[src/rtl/pc_gen.sv]
// Fetch-stage PC generator: trap/redirect/stall/RAS/sequential next-PC select
// with misaligned-redirect detection and a circular return-address stack.
module pc_gen #(
  parameter int               XLEN         = 32,
  parameter logic [XLEN-1:0]  RESET_VECTOR = '0,
  parameter logic [XLEN-1:0]  TRAP_VECTOR  = XLEN'(32'h0000_0100),
  parameter int               RAS_DEPTH    = 4
) (
  input  logic            clk,
  input  logic            rst_n,
  input  logic            stall_f,
  input  logic            redirect_valid,
  input  logic [XLEN-1:0] redirect_pc,
  input  logic            trap_valid,
  input  logic            pd_call,
  input  logic            pd_ret,
  output logic [XLEN-1:0] pc_f,
  output logic [XLEN-1:0] pc_plus4_f,
  output logic            fetch_valid,
  output logic            pred_taken_f,
  output logic            misalign_o,
  output logic [XLEN-1:0] bad_addr_o
);

  localparam int PTR_W = (RAS_DEPTH > 1) ? $clog2(RAS_DEPTH) : 1;
  localparam int CNT_W = PTR_W + 1;
  localparam logic [PTR_W-1:0] PTR_ONE = PTR_W'(1);
  localparam logic [CNT_W-1:0] CNT_ONE = CNT_W'(1);
  localparam logic [CNT_W-1:0] CNT_MAX = CNT_W'(RAS_DEPTH);

  typedef enum logic [2:0] {
    SEL_INIT, SEL_TRAP, SEL_MISALIGN, SEL_REDIR, SEL_STALL, SEL_RAS, SEL_SEQ
  } sel_e;

  typedef struct packed {
    logic            we;
    logic [PTR_W-1:0] addr;
    logic [XLEN-1:0] data;
  } ras_wr_t;

  logic [XLEN-1:0]                 pc_q, pc_d;
  logic                            fv_q, fv_d;
  logic                            pt_q, pt_d;
  logic                            mis_q, mis_d;
  logic [XLEN-1:0]                 bad_q, bad_d;
  logic [RAS_DEPTH-1:0][XLEN-1:0]  ras_q;
  logic [PTR_W-1:0]                ptr_q, ptr_d;
  logic [CNT_W-1:0]                cnt_q, cnt_d;

  sel_e            sel;
  ras_wr_t         ras_wr;
  logic [XLEN-1:0] pc_plus4;
  logic [XLEN-1:0] ras_top;
  logic            ras_empty;
  logic            do_pop;
  logic            do_push;

  assign pc_plus4  = pc_q + XLEN'(4);
  assign ras_empty = (cnt_q == '0);
  // ptr_q always names the next free slot, so the top sits one below it.
  assign ras_top   = ras_q[ptr_q - PTR_ONE];

  always_comb begin
    sel = SEL_SEQ;
    if (!fv_q)                                   sel = SEL_INIT;
    else if (trap_valid)                         sel = SEL_TRAP;
    else if (redirect_valid && redirect_pc[1:0] != 2'b00) sel = SEL_MISALIGN;
    else if (redirect_valid)                     sel = SEL_REDIR;
    else if (stall_f)                            sel = SEL_STALL;
    else if (pd_ret && !ras_empty)               sel = SEL_RAS;
  end

  always_comb begin
    pc_d    = pc_q;
    fv_d    = 1'b1;
    pt_d    = pt_q;
    mis_d   = 1'b0;
    bad_d   = bad_q;
    ptr_d   = ptr_q;
    cnt_d   = cnt_q;
    ras_wr  = '{we: 1'b0, addr: ptr_q, data: pc_plus4};
    do_pop  = 1'b0;
    do_push = 1'b0;

    unique case (sel)
      SEL_INIT: ;
      SEL_TRAP: begin
        pc_d = TRAP_VECTOR;
        pt_d = 1'b0;
      end
      SEL_MISALIGN: begin
        pc_d  = TRAP_VECTOR;
        pt_d  = 1'b0;
        mis_d = 1'b1;
        bad_d = redirect_pc;
      end
      SEL_REDIR: begin
        pc_d = redirect_pc;
        pt_d = 1'b0;
      end
      SEL_STALL: ;
      SEL_RAS: begin
        pc_d    = ras_top;
        pt_d    = 1'b1;
        do_pop  = 1'b1;
        do_push = pd_call;
      end
      default: begin
        pc_d    = pc_plus4;
        pt_d    = 1'b0;
        do_push = pd_call;
      end
    endcase

    // Pop+push collapses into an in-place overwrite of the top slot.
    if (do_pop && do_push) begin
      ras_wr.we   = 1'b1;
      ras_wr.addr = ptr_q - PTR_ONE;
    end else if (do_pop) begin
      ptr_d = ptr_q - PTR_ONE;
      cnt_d = cnt_q - CNT_ONE;
    end else if (do_push) begin
      ras_wr.we = 1'b1;
      ptr_d     = ptr_q + PTR_ONE;
      cnt_d     = (cnt_q == CNT_MAX) ? cnt_q : cnt_q + CNT_ONE;
    end
  end

  always_ff @(posedge clk or negedge rst_n) begin
    if (!rst_n) begin
      pc_q  <= RESET_VECTOR;
      fv_q  <= 1'b0;
      pt_q  <= 1'b0;
      mis_q <= 1'b0;
      bad_q <= '0;
      ptr_q <= '0;
      cnt_q <= '0;
      ras_q <= '0;
    end else begin
      pc_q  <= pc_d;
      fv_q  <= fv_d;
      pt_q  <= pt_d;
      mis_q <= mis_d;
      bad_q <= bad_d;
      ptr_q <= ptr_d;
      cnt_q <= cnt_d;
      if (ras_wr.we) ras_q[ras_wr.addr] <= ras_wr.data;
    end
  end

  assign pc_f         = pc_q;
  assign pc_plus4_f   = pc_plus4;
  assign fetch_valid  = fv_q;
  assign pred_taken_f = pt_q;
  assign misalign_o   = mis_q;
  assign bad_addr_o   = bad_q;

endmodule

[config.mk]
export PLATFORM = sky130hd
export DESIGN_NAME = pc_gen
export DESIGN_NICKNAME = d
export VERILOG_FILES = /design/src/rtl/pc_gen.sv
export SDC_FILE = /design/constraint.sdc
export NUM_CORES = 1
export LEC_CHECK = 0
export BUFFER_PORTS_ARGS = -buffer_cell sky130_fd_sc_hd__buf_2
export CAP_MARGIN = 25
export CORE_MARGIN = 2
export CORE_UTILIZATION = 46
export DETAILED_ROUTE_END_ITERATION = 10
export GPL_ROUTABILITY_DRIVEN = 1
export PLACE_DENSITY = 0.66
export RECOVER_POWER = 100
export SLEW_MARGIN = 20
export SYNTH_ARGS = -nofsm -noshare
export SYNTH_HDL_FRONTEND = slang
export SYNTH_SLANG_ARGS = --single-unit
[constraint.sdc]
create_clock -name clk -period 4.8 [get_ports clk]
set_input_delay 0.72 -clock clk [delete_from_list [all_inputs] [get_ports clk]]
set_output_delay 0.72 -clock clk [all_outputs]
set_load 0.005 [all_outputs]
* Yosys cells after proc, flatten, opt, wreduce, memory -nomap -nowiden
Index checks and enable logic that the tools add are counted.
Cells by class: eq/ne operators 7, bitwise gates (word level) 1, muxes and demuxes 25, magnitude comparators 3, multiply operators 0, shift operators 0, divide/modulo/power cells 0, reduce and logical (&&, ||, !) cells 14, $add $sub $neg 5
Operator list (number):
- $bwmux 128 | 1
- $pmux 32 s4 | 1
- $bmux 32 s2 | 1
- $demux 32 s2 | 1
- $mux 32 | 2
- $add 32x3->32 const B | 1
- $mux 3 | 7
- $mux 2 | 5
- $eq 3x3->1 const B | 3
- $eq 3x2->1 const B | 2
- $logic_not 3->1 | 2
- $lt 2x3->1 const B | 2
- $mux 1 | 6
- $reduce_or 5->1 | 1
- $logic_and 1x1->1 | 4
- $reduce_bool 2->1 | 2
- $reduce_or 2->1 | 2
- $add 3x1->3 const B | 1
- $eq 3x1->1 const B | 1
- $reduce_and 3->1 | 1
- $sub 3x1->3 const B | 1
- $add 2x1->2 const B | 1
- $ge 2x1->1 const B | 1
- $ne 2x2->1 const B | 1
- 5 further kinds | 5
Word-level totals: bits in registers 200, memories kept 0, bits in writable memories 0, output and inout bits 99, bits in latches 0, input bits 39, word-level logic and storage cells 66, memory bits (read-only) 0

* Longest topological paths before layout
depth after elaboration 19, gate-level depth with buffers 14, gate-level depth less buffers 10

* Worst setup path before layout
Ideal clock, no wire load.
path type input -> register, start input port redirect_valid, end register ras_q[65] (netlist name), arrival time 3420 ps, setup time 125 ps, path buffers 5, slack 1255 ps, data required time 4675 ps, stages 13, cell sequence clkbuf_1 -> nor3b_1 -> nand3_1 -> inv_2 -> buf_2 -> buf_1 -> ha_1 -> nor3b_1 -> a21oi_1 -> nand2b_1 -> clkbuf_1 -> clkbuf_1 -> mux2_2
Between the ends: elaborated cells between the ends (all ways) 25, classes of those cells 2 x order compare; 5 x eq/ne; 13 x mux; 5 x reduce/logical
RTL lines:
- start: declaration | line 12 | input logic redirect_valid,
- $mux 3 / $logic_and 1x1->1 (equally long branches) | line 68, 67
- $mux 3 * | line 67 | else if (redirect_valid && redirect_pc[1:0] != 2'b00) sel = SEL_MISALIGN;
- $mux 3 * | line 66 | else if (trap_valid) sel = SEL_TRAP;
- $mux 3 * | line 65 | if (!fv_q) sel = SEL_INIT;
- $eq 3x3->1 * | line 85 | unique case (sel)
- $mux 1 * | line 85
- net do_pop | line 55 | logic do_pop;
- $logic_and 1x1->1 | line 116 | if (do_pop && do_push) begin
- $mux 2 | line 116
- $lt 2x3->1 (implied by the code) / $ge 2x1->1 (equally long branches) | line 147 | if (ras_wr.we) ras_q[ras_wr.addr] <= ras_wr.data;
- $logic_and 1x1->1 (implied by the code) | line 147
- $mux 32 (implied by the code) | line 147
- $demux 32 s2 | line 147
- $bwmux 128 | line 147
- end signal: indexed assignment | line 147
- end: declaration | line 46 | logic [RAS_DEPTH-1:0][XLEN-1:0] ras_q;
Mark *: on every way through the listed nets, which the timed path passes. The rest lies on a longest branch. A chain may end at the register's enable or synchronous reset.

* Final worst setup path
start register pc_q[2] (netlist: pc_f[2]), end output port pc_plus4_f[22]
Between the ends: longest elaborated chain between the ends 1
RTL lines:
- start: declaration | line 41 | logic [XLEN-1:0] pc_q, pc_d;
- start signal: assignment | line 140 | pc_q <= pc_d;
- $add 32x3->32 | line 58 | assign pc_plus4 = pc_q + XLEN'(4);
- end: declaration | line 18 | output logic [XLEN-1:0] pc_plus4_f,
No other way between the ends.

==> out/qor.txt <==
status: finished with violations
failing checks: capacitance limit, slew limit
multi-input logic area: 4010 sq um
Worst R2R Start: cnt_q[0]
Post-Synthesis Cell Area: 9460 sq um
DR vias: 7207
DR vias/cell: 5.67
Initial Util: 46.8%
slowest CP cell: nor3_1
hold crit path type: flip-flop to flip-flop
crit-path max cell delay: 710 ps
Tightest Pin Transition: 2510 ps
grt ovf: 0
WS Path Type: flip-flop to primary output
clock latency on the worst-skew pair: 440 ps
Area Overhead vs Synth: 14.5%
Clock transition at path regs: 70 ps
Initial DRC Count: 515
gate count of the mapped netlist: 876
Synth Net Count: 920
RSZ-0062 raised after global routing: false
Slew HR: -67.1%
crit path launch type: flip-flop
initial antenna violation count: 0
most frequent CP cell: nand4_1
DIE WIDTH: 147 microns
synth cell count leaders: dfrtp_1, nor2_1, a21oi_1, nand2_1
flip-flop and latch count after synthesis: 200
number of global-route vias before repair: 7144
Post-CTS Repair Setup Buffers: 0
CP cell instances: ha_1, nand4_1, nor3_1, nand4_1, xor2_1, inv_1, buf_2
Max VDD drop: 0.253 mV
crit path DAT: 3480 ps
worst hold slack: 485 ps
core area: 20200 sq um
top post-synthesis cells by area: dfrtp_1, mux4_2, mux2_2
average wire per standard cell: 19.5 microns
pin count of the biggest net entering global routing: 102
# setup viols final: 0
Post-synth EDFFs: 0
I/O pin cnt: 138
Synthesis Warnings: 0
Yosys top cell by area: dfrtp_1
FMAX: 238 MHz
diodes inserted: 0
Clock Tree Buf Depth: 2
Mapped Avg Cell Area: 10.8 sq um
Crit. End Element: primary output
WL final: 24800 microns
Slew Viols, Final: 209
Fin. Hold Viols: 0
Residual DRC: 0
Clock Sinks: 200
register area: 5010 sq um
PortBufs: 137
detailed placement HPWL: 16700 microns
Antenna Nets Post-Route: 0
H-tree depth: 4
CP top delay family: simple AND/OR/NAND/NOR gates
Leak: 0.00479 uW
CTS tree: built
period utilization: 87.4%
Seq/Total Area, Yosys: 52.9%
Hold-fix buffers, CTS: 0
Cell Pwr Density: 500 nW/um^2
CP bufs+invs: 2
post-cts sizing count: 0
source of the worst hold timing path: ras_q[71]
TritonCTS Buffers: 17
Final TNS setup: 0 ps
share of cells above drive strength 1: 22.6%
Final min period: 4200 ps
maxcap violations: 6
die area: 21700 sq um
Netlist cell types: 62
Top FF cell, synth: dfrtp_1
Yosys top cell area share: 52.9%
Tot GR Track Use: 24.0%
Std-Cell Rows: 52
required time worst endpoint: 4080 ps
Max FO, Critical Path: 12
DRT Pass-1 Iters: 5
FFs w/ async S/R, synth: 100%
fillcell total: 1834
CP startpoint: pc_f[2]
top-count cell post-synth: dfrtp_1
Die Height: 147 microns
Placer Congestion: 0.835
CTS root buffer: clkbuf_16
first-pass GRT wire length: 40500 microns
Nets: 1031
Worst Skew: 9.72 ps
[final cells by class]
cell class                 count  area share, %
tap                          270           3.12
clock inverter                15           1.32
timing repair buffer         156           6.85
multi-input combinational    567           37.0
clock buffer                  17           3.93
sequential                   200           46.2
inverter                      45           1.56
[per-stage QoR]
| stage | setup slack (ps) | instances | area [sq um] | utilization [%] | power (uW) |
|---|---|---|---|---|---|
| after floorplan | 1260 | 876 | 9460 | - | 3550 |
| after global placement | 1190 | 1237 | 10400 | 51.6 | 4020 |
| after detailed placement | 1110 | 1238 | 10500 | 51.7 | 4080 |
| after CTS | 611 | 1270 | 11000 | 54.6 | 5490 |
| after global routing | 181 | 1270 | 10800 | 53.5 | 5760 |
| final | 605 | 1270 | 10800 | 53.5 | 5420 |
[routing by layer]
layer / part of all wire [%] / vias up / global-route usage [%]
met2: 47 / 204 / 38.0
met1: 46 / 3617 / 35.0
li1: - / 3355 / -
met3: 5.5 / 31 / 4.17
met5: 0 / - / 0
met4: 1.3 / 0 / 5.77
[flip-flops by register name (all words and copies together), names as in the netlist]
name          count
bad_addr_o       32
cnt_q             3
fetch_valid       1
misalign_o        1
pc_f             32
pred_taken_f      1
ptr_q             2
ras_q           128
[cell families (layout without fill, tap and decap cells)]
kind of cell,Yosys count,after routing,synth area share (%)
other cells,1,1,0.0396
mux,79,79,13.2
simple gates,228,228,11.2
xor+xnor,32,32,3.04
fa+ha+maj,5,5,0.741
compound gates,222,222,14.3
buf+inv,109,233,4.59
flops,200,200,52.9
[where the power goes]
| part | internal (uW) | switching, uW |
|---|---|---|
| registers | 2170 | 385 |
| logic | 766 | 683 |
| clock network | 727 | 685 |
[layout by cell type (no fill, tap or decap), types with 5 or more instances in the layout]
cell type	n
dfrtp_1	199
nor2_1	102
a21oi_1	99
buf_2	99
nand2_1	51
clkbuf_1	47
o21ai_0	46
mux2_2	45
inv_1	44
mux4_2	32
xnor2_1	22
clkbuf_16	17
nand4_1	15
nand3_1	15
a221oi_1	13
nor3_1	12
o21a_1	10
xor2_1	9
nor4_1	9
a22oi_1	8
buf_4	7
o31a_1	6
o22ai_1	5
[worst reg2reg max path, stage by stage (launching register included)]
cell      delay, ps
dfrtp_1         430
or3_1           410
nand3_1         310
clkinv_1        150
ha_1            260
nor3b_1         180
a21oi_1         110
nor2_1         1500
buf_4           500
nor2_1           80
a21oi_1         120
[final timing paths]
kind	cells past startpoint	slack (ps)	to
setup / recovery	7	600	pc_plus4_f[22]
hold / removal	2	480	ras_q[71]
setup reg to reg	10	670	ras_q[20]
hold reg to reg	2	480	ras_q[71]
max in group asynchronous	2	1150	ras_q[17]
min in group asynchronous	1	1020	ras_q[0]
Power figures use the tool's default switching activity.
